==> config.mk <==
export PLATFORM = sky130hd
export DESIGN_NAME = simd_issue_ctrl_flat
export DESIGN_NICKNAME = d
export VERILOG_FILES = /design/src/rtl/simd_issue_ctrl_if.sv /design/src/rtl/simd_issue_ctrl.sv /design/src/flat_wrapper.sv
export SDC_FILE = /design/constraint.sdc
export NUM_CORES = 1
export LEC_CHECK = 0
export CAP_MARGIN = 20
export CORE_ASPECT_RATIO = 0.8
export CORE_UTILIZATION = 45
export CTS_BUF_LIST = sky130_fd_sc_hd__clkbuf_8
export CTS_CLUSTER_DIAMETER = 30
export DETAILED_ROUTE_END_ITERATION = 12
export PLACE_DENSITY = 0.83
export SLEW_MARGIN = 20
export SYNTH_ARGS = -nofsm -noshare
export SYNTH_HDL_FRONTEND = slang
export SYNTH_SLANG_ARGS = --single-unit
==> constraint.sdc <==
create_clock -name clk -period 2.3 [get_ports clk]
set_input_delay 0.46 -clock clk [delete_from_list [all_inputs] [get_ports clk]]
set_output_delay 0.46 -clock clk [all_outputs]
set_load 0.05 [all_outputs]
==> src/rtl/simd_issue_ctrl_if.sv <==
// ---------------------------------------------------------------------------
// simd_issue_ctrl_if
//   Bundles the three handshake groups around the SIMD issue controller:
//     op_*  : instruction from the core (valid/ready, funct, rs1, rs2, rd)
//     vu_*  : operand/strobe bus to the packed-SIMD unit and its response
//     wb_*  : writeback to the core (valid/ready, rd, data, err)
//   modport master : the issue controller
//   modport slave  : the environment (core + SIMD unit)
// ---------------------------------------------------------------------------
interface simd_issue_ctrl_if;
  // core -> controller
  logic        op_valid;
  logic        op_ready;
  logic [1:0]  op_funct;
  logic [31:0] op_rs1;
  logic [31:0] op_rs2;
  logic [4:0]  op_rd;
  // controller <-> SIMD unit
  logic [1:0]  vu_ctrl;
  logic [31:0] vu_a;
  logic [31:0] vu_b;
  logic        vu_valid_in;
  logic        vu_valid_out;
  logic [31:0] vu_result;
  // controller -> core writeback
  logic        wb_valid;
  logic        wb_ready;
  logic [4:0]  wb_rd;
  logic [31:0] wb_data;
  logic        wb_err;

  modport master (
    input  op_valid, op_funct, op_rs1, op_rs2, op_rd,
    output op_ready,
    output vu_ctrl, vu_a, vu_b, vu_valid_in,
    input  vu_valid_out, vu_result,
    output wb_valid, wb_rd, wb_data, wb_err,
    input  wb_ready
  );

  modport slave (
    output op_valid, op_funct, op_rs1, op_rs2, op_rd,
    input  op_ready,
    input  vu_ctrl, vu_a, vu_b, vu_valid_in,
    output vu_valid_out, vu_result,
    input  wb_valid, wb_rd, wb_data, wb_err,
    output wb_ready
  );
endinterface

==> src/rtl/simd_issue_ctrl.sv <==
// ---------------------------------------------------------------------------
// simd_issue_ctrl
//   Issue-side controller for the packed-SIMD unit. Accepts one instruction
//   at a time, pulses the unit's valid_in, holds operands until the unit
//   answers, then hands the result to the core's writeback port. A wait
//   timer guards against a hung unit; expiry returns an error writeback and
//   latches a sticky fault that only reset clears.
//
//   Ports:
//     clk      : clock, rising edge
//     rst_n    : asynchronous active-low reset
//     bus      : simd_issue_ctrl_if.master (op_*, vu_*, wb_* groups)
//     fault    : sticky timeout fault
//     done_cnt : successful completions, saturating at 0xFFFF
//
//   Parameter:
//     TIMEOUT  : max cycles spent waiting for the unit (8..255)
// ---------------------------------------------------------------------------
module simd_issue_ctrl #(
  parameter int unsigned TIMEOUT = 16
) (
  input  logic                     clk,
  input  logic                     rst_n,
  simd_issue_ctrl_if.master        bus,
  output logic                     fault,
  output logic [15:0]              done_cnt
);

  typedef enum logic [2:0] {
    ST_IDLE  = 3'd0,
    ST_ISSUE = 3'd1,
    ST_WAIT  = 3'd2,
    ST_RESP  = 3'd3,
    ST_FAULT = 3'd4
  } state_t;

  // Timer value in the last permitted WAIT cycle.
  localparam logic [7:0] TMO_LAST = 8'(TIMEOUT - 1);

  state_t      r_state;
  state_t      w_state_next;

  // Issue registers: written only on an IDLE accept so the unit sees stable
  // operands for the whole computation.
  logic [1:0]  r_funct;
  logic [31:0] r_rs1;
  logic [31:0] r_rs2;
  logic [4:0]  r_rd;

  logic [7:0]  r_timer;
  logic [31:0] r_wb_data;
  logic        r_wb_err;
  logic        r_fault;
  logic [15:0] r_done_cnt;

  logic        w_accept;
  logic        w_capture;
  logic        w_timeout;
  logic        w_drive_vu;

  // -------------------------------------------------------------------------
  // State register
  // -------------------------------------------------------------------------
  always_ff @(posedge clk or negedge rst_n) begin
    if (!rst_n) begin
      r_state <= ST_IDLE;
    end else begin
      r_state <= w_state_next;
    end
  end

  // -------------------------------------------------------------------------
  // Next state and FSM-decoded outputs
  // -------------------------------------------------------------------------
  always_comb begin
    w_state_next    = r_state;
    w_accept        = 1'b0;
    w_capture       = 1'b0;
    w_timeout       = 1'b0;
    bus.op_ready    = 1'b0;
    bus.vu_valid_in = 1'b0;
    bus.wb_valid    = 1'b0;

    case (r_state)
      ST_IDLE: begin
        bus.op_ready = 1'b1;
        if (bus.op_valid) begin
          w_accept     = 1'b1;
          w_state_next = ST_ISSUE;
        end
      end

      ST_ISSUE: begin
        bus.vu_valid_in = 1'b1;
        w_state_next    = ST_WAIT;
      end

      ST_WAIT: begin
        // A response in the final timer cycle still counts as success.
        if (bus.vu_valid_out) begin
          w_capture    = 1'b1;
          w_state_next = (r_rd != 5'd0) ? ST_RESP : ST_IDLE;
        end else if (r_timer == TMO_LAST) begin
          w_timeout    = 1'b1;
          w_state_next = ST_RESP;
        end
      end

      ST_RESP: begin
        bus.wb_valid = 1'b1;
        if (bus.wb_ready) begin
          w_state_next = r_wb_err ? ST_FAULT : ST_IDLE;
        end
      end

      ST_FAULT: begin
        w_state_next = ST_FAULT;
      end

      default: begin
        w_state_next = ST_IDLE;
      end
    endcase
  end

  // -------------------------------------------------------------------------
  // Datapath registers
  // -------------------------------------------------------------------------
  always_ff @(posedge clk or negedge rst_n) begin
    if (!rst_n) begin
      r_funct    <= 2'd0;
      r_rs1      <= 32'd0;
      r_rs2      <= 32'd0;
      r_rd       <= 5'd0;
      r_timer    <= 8'd0;
      r_wb_data  <= 32'd0;
      r_wb_err   <= 1'b0;
      r_fault    <= 1'b0;
      r_done_cnt <= 16'd0;
    end else begin
      if (w_accept) begin
        r_funct <= bus.op_funct;
        r_rs1   <= bus.op_rs1;
        r_rs2   <= bus.op_rs2;
        r_rd    <= bus.op_rd;
      end

      if (r_state == ST_ISSUE) begin
        r_timer <= 8'd0;
      end else if (r_state == ST_WAIT) begin
        r_timer <= r_timer + 8'd1;
      end

      if (w_capture) begin
        r_wb_data <= bus.vu_result;
        r_wb_err  <= 1'b0;
        if (r_done_cnt != 16'hFFFF) begin
          r_done_cnt <= r_done_cnt + 16'd1;
        end
      end

      if (w_timeout) begin
        r_wb_data <= 32'd0;
        r_wb_err  <= 1'b1;
        r_fault   <= 1'b1;
      end
    end
  end

  // -------------------------------------------------------------------------
  // Output drive: the unit bus is forced quiet once faulted.
  // -------------------------------------------------------------------------
  assign w_drive_vu  = (r_state != ST_FAULT);
  assign bus.vu_ctrl = w_drive_vu ? r_funct : 2'd0;
  assign bus.vu_a    = w_drive_vu ? r_rs1   : 32'd0;
  assign bus.vu_b    = w_drive_vu ? r_rs2   : 32'd0;

  assign bus.wb_rd   = r_rd;
  assign bus.wb_data = r_wb_data;
  assign bus.wb_err  = r_wb_err;

  assign fault       = r_fault;
  assign done_cnt    = r_done_cnt;

endmodule

==> src/flat_wrapper.sv <==
// flat-port wrapper written by rule: the top's interface ports become plain ports
module simd_issue_ctrl_flat 
#(
  parameter int unsigned TIMEOUT = 16
)
  (clk, rst_n, fault, done_cnt, bus_op_valid, bus_op_funct, bus_op_rs1, bus_op_rs2, bus_op_rd, bus_op_ready, bus_vu_ctrl, bus_vu_a, bus_vu_b, bus_vu_valid_in, bus_vu_valid_out, bus_vu_result, bus_wb_valid, bus_wb_rd, bus_wb_data, bus_wb_err, bus_wb_ready);
  simd_issue_ctrl_if bus_i ();
  input  logic clk;
  input  logic rst_n;
  output logic fault;
  output logic [15:0] done_cnt;
  input wire logic [$bits(bus_i.op_valid)-1:0] bus_op_valid;
  input wire logic [$bits(bus_i.op_funct)-1:0] bus_op_funct;
  input wire logic [$bits(bus_i.op_rs1)-1:0] bus_op_rs1;
  input wire logic [$bits(bus_i.op_rs2)-1:0] bus_op_rs2;
  input wire logic [$bits(bus_i.op_rd)-1:0] bus_op_rd;
  output wire logic [$bits(bus_i.op_ready)-1:0] bus_op_ready;
  output wire logic [$bits(bus_i.vu_ctrl)-1:0] bus_vu_ctrl;
  output wire logic [$bits(bus_i.vu_a)-1:0] bus_vu_a;
  output wire logic [$bits(bus_i.vu_b)-1:0] bus_vu_b;
  output wire logic [$bits(bus_i.vu_valid_in)-1:0] bus_vu_valid_in;
  input wire logic [$bits(bus_i.vu_valid_out)-1:0] bus_vu_valid_out;
  input wire logic [$bits(bus_i.vu_result)-1:0] bus_vu_result;
  output wire logic [$bits(bus_i.wb_valid)-1:0] bus_wb_valid;
  output wire logic [$bits(bus_i.wb_rd)-1:0] bus_wb_rd;
  output wire logic [$bits(bus_i.wb_data)-1:0] bus_wb_data;
  output wire logic [$bits(bus_i.wb_err)-1:0] bus_wb_err;
  input wire logic [$bits(bus_i.wb_ready)-1:0] bus_wb_ready;
  assign bus_i.op_valid = bus_op_valid;
  assign bus_i.op_funct = bus_op_funct;
  assign bus_i.op_rs1 = bus_op_rs1;
  assign bus_i.op_rs2 = bus_op_rs2;
  assign bus_i.op_rd = bus_op_rd;
  assign bus_op_ready = bus_i.op_ready;
  assign bus_vu_ctrl = bus_i.vu_ctrl;
  assign bus_vu_a = bus_i.vu_a;
  assign bus_vu_b = bus_i.vu_b;
  assign bus_vu_valid_in = bus_i.vu_valid_in;
  assign bus_i.vu_valid_out = bus_vu_valid_out;
  assign bus_i.vu_result = bus_vu_result;
  assign bus_wb_valid = bus_i.wb_valid;
  assign bus_wb_rd = bus_i.wb_rd;
  assign bus_wb_data = bus_i.wb_data;
  assign bus_wb_err = bus_i.wb_err;
  assign bus_i.wb_ready = bus_wb_ready;
  simd_issue_ctrl #(.TIMEOUT(TIMEOUT)) u_core (.clk(clk), .rst_n(rst_n), .bus(bus_i), .fault(fault), .done_cnt(done_cnt));
endmodule
==> flow_summary.yaml <==
cts:
  cts_buffers: 17
  htree_num_levels: 4
  cts_buffer_depth: 2
  cts_root_buf: "clkbuf_8"
  clock_latency_ps: 430
  clkTransAtPathRegs_ps: 70
  cts_tree: "yes"
  numClockSinks: 132
cells_and_area:
  layout-drive-gt1-share: 0.282
  finish.instance_area_um2: 8530
  diodes: 0
  finalNetCount: 798
  fin_util: 0.696
  area_growth_pct: 49.4
  final_cells: 866
floorplanning:
  dieArea_um2: 13100
  die_x_um: 128
  coreArea_um2: 12300
  ios: 232
  rows: 36
  start_util: 0.466
  die_h_um: 103
power:
  swShare: 0.475
  clkPwrFrac: 0.116
  power.switching_w: 0.00642
  combPwrFrac: 0.592
  peakVddDrop_mv: 1.17
  pwr_density_cell_nw_per_um2: 1580
  sequentialPowerShare: 0.292
  p_int_w: 0.00709
  p_leak_nw: 3.81
timing:
  hold_viol: 0
  slew-limit-headroom: 0.617
  fmax_mhz: 449
  period_minus_slack_ps: 2230
  fin_skew_ps: 6.37
  setup_viol: 0
  tightest_slew_ps: 569
  drv_slew: 0
  fin_crit_sh: 0.969
detailed_routing:
  num_vias: 4461
  dr.first_iter.drc_count: 119
  wl_per_cell_um: 17.4
  via_per_inst: 5.15
  drc: 0
  drt_pass1_iterations: 4
  dr_wl_met3_mm: 1.19
  top_layer: "met4"
  wl_mm: 15.1
  met2_wirelength_mm: 7.14
  final_antenna_net_count: 0
  wl_met1_mm: 6.44
synth:
  synth_edf_count: 0
  ys.flop_type: "dfrtp_1"
  synthesis.area_um2: 5710
  synth-seq-cells: 132
  yosysSeqAreaShare: 0.579
  synth.most_common_cell: "dfrtp_1"
  synth_common_cells: "dfrtp_1, mux2_2, nor2b_1"
  synthCells: 445
  synthTopCellsByArea: "dfrtp_1, mux2_2, nor2b_1"
  ys_async_sr_fraction: 1.00
  yosysTopAreaCell: "dfrtp_1"
  yosys.cell_types.count: 45
  avgSynthCellArea_um2: 12.8
  ys_warn_count: 0
  synth.net_count: 555
  synth_top_area_share: 0.579
setup_path:
  path_max_fanout: 35
  r2r_slack_ps: 300
  worstPathArrival_ps: 1770
  endpoint_kind: "output port"
  r2r-end: "u_core.done_cnt[14]"
  startpoint_type: "flop"
  required_ps: 1840
  path_class: "flop to output port"
  r2r_start: "u_core.r_state[2]"
  reg2regPathDepth: 5
job:
  drv_cap: 0
min_path:
  hp-class: "primary input to asynchronous set/reset pin"
grt:
  grt_overflow: 0
  antenna_found_initial: 0
  grt_max_degree: 43
  grt_pass1_wl_mm: 22.8
  grt_pass1_vias: 4453
  groute.usage.overall: 0.231
placement:
  place_congestion: 0.864
  dp.cells: 833
  placed_area_um2: 8110
  hpwl_mm: 10.7
  io_buffers: 231
run_status:
  outcome: "completed"
## cells in the final DEF (no fill, tap or decap), types with 4 or more instances in the layout
cell,count
xor2_1,4
nand2_1,14
dfrtp_1,129
a22o_1,33
nor2_1,9
mux2i_1,4
xnor2_1,6
buf_6,4
clkdlybuf4s50_1,159
mux2_2,73
and3_1,5
nand4_1,7
o21ai_0,6
inv_1,8
nand3_1,8
nor2b_1,66
a21oi_1,8
buf_4,77
nor4_1,4
clkbuf_8,20
buf_12,8
## layer usage
| metal | up-vias | GRT usage |
|---|---|---|
| li1 | 2050 | - |
| met1 | 2196 | 0.283 |
| met2 | 194 | 0.365 |
| met3 | 21 | 0.0830 |
| met4 | 0 | 0.114 |
| met5 | - | 0 |
## cells by family after synthesis
logic type / after synthesis / synth area share
buffers and inverters: 31 / 0.0283
adder cells (fa/ha/maj): 2 / 0.00438
flip-flops: 132 / 0.579
AND/OR/NAND/NOR: 135 / 0.142
multiplexers: 78 / 0.153
XOR/XNOR: 10 / 0.0153
AO/OA/AOI/OAI: 57 / 0.0780
## timing repair
action,CTS,global route
hold buffers,1,0
resized for setup,7,7
hold endpoints to repair,20,0
pin swaps,0,1
cloned,0,1
setup buffers,0,5
endpoints found under the setup margin,36,48
## per-stage QoR
step / power (W) / worst slack, ps / hold slack (ps) / TNS, ps
floorplan: 0.00933 / 60.5 / 164 / 0
global placement: 0.0118 / 37.7 / 384 / 0
detailed placement: 0.0119 / -17.5 / 389 / -17.5
CTS: 0.0136 / 10.5 / 450 / 0
global route: 0.0141 / -23.6 / 485 / -355
finish: 0.0135 / 70.5 / 488 / 0
## state kept, by name, indices dropped and copies added, names as in the netlist
register and flops:
u_core.r_timer 8, u_core.bus.wb_err 1, u_core.bus.wb_data 32, u_core.r_rs2 32, u_core.done_cnt 16, u_core.r_state 3
u_core.bus.wb_rd 5, u_core.r_funct 2, u_core.r_rs1 32, u_core.fault 1
## worst max path at each step
stage,cells past startpoint,to,from,slack (ps)
floorplan,5,bus_vu_a[0],u_core.r_state[2],60
global placement,5,u_core.done_cnt[14],bus_vu_valid_out,40
detailed placement,5,u_core.done_cnt[14],bus_vu_valid_out,-20
CTS,4,bus_vu_b[16],u_core.r_state[0],10
global route,5,bus_vu_a[23],u_core.r_state[0],-20
finish,5,bus_vu_a[17],u_core.r_state[0],70
## power by group through the flow
stage / clock network (W) / registers [W] / logic, W
2_1_floorplan: 0 / 0.00497 / 0.00436
3_3_place_gp: 0 / 0.00391 / 0.00786
3_5_place_dp: 0 / 0.00395 / 0.00799
4_1_cts: 0.00161 / 0.00395 / 0.00801
5_1_grt: 0.00173 / 0.00407 / 0.00835
6_report: 0.00157 / 0.00395 / 0.00800
## worst max-delay path: stages (launching register included)
cell,delay (ps)
dfrtp_2,480
nor3b_4,250
buf_12,160
buf_12,180
nor2b_1,70
buf_4,190
## area by class of cell
| class | instances | area [um^2] |
|---|---|---|
| inverters | 3 | 11.3 |
| repair buffers | 252 | 2430 |
| well taps | 171 | 214 |
| clock inverters | 6 | 22.5 |
| fillers | 909 | 3720 |
| clock buffers | 20 | 275 |
| multi-input cells | 282 | 2260 |
| flip-flops and latches | 132 | 3310 |
Power figures use the tool's default switching activity.
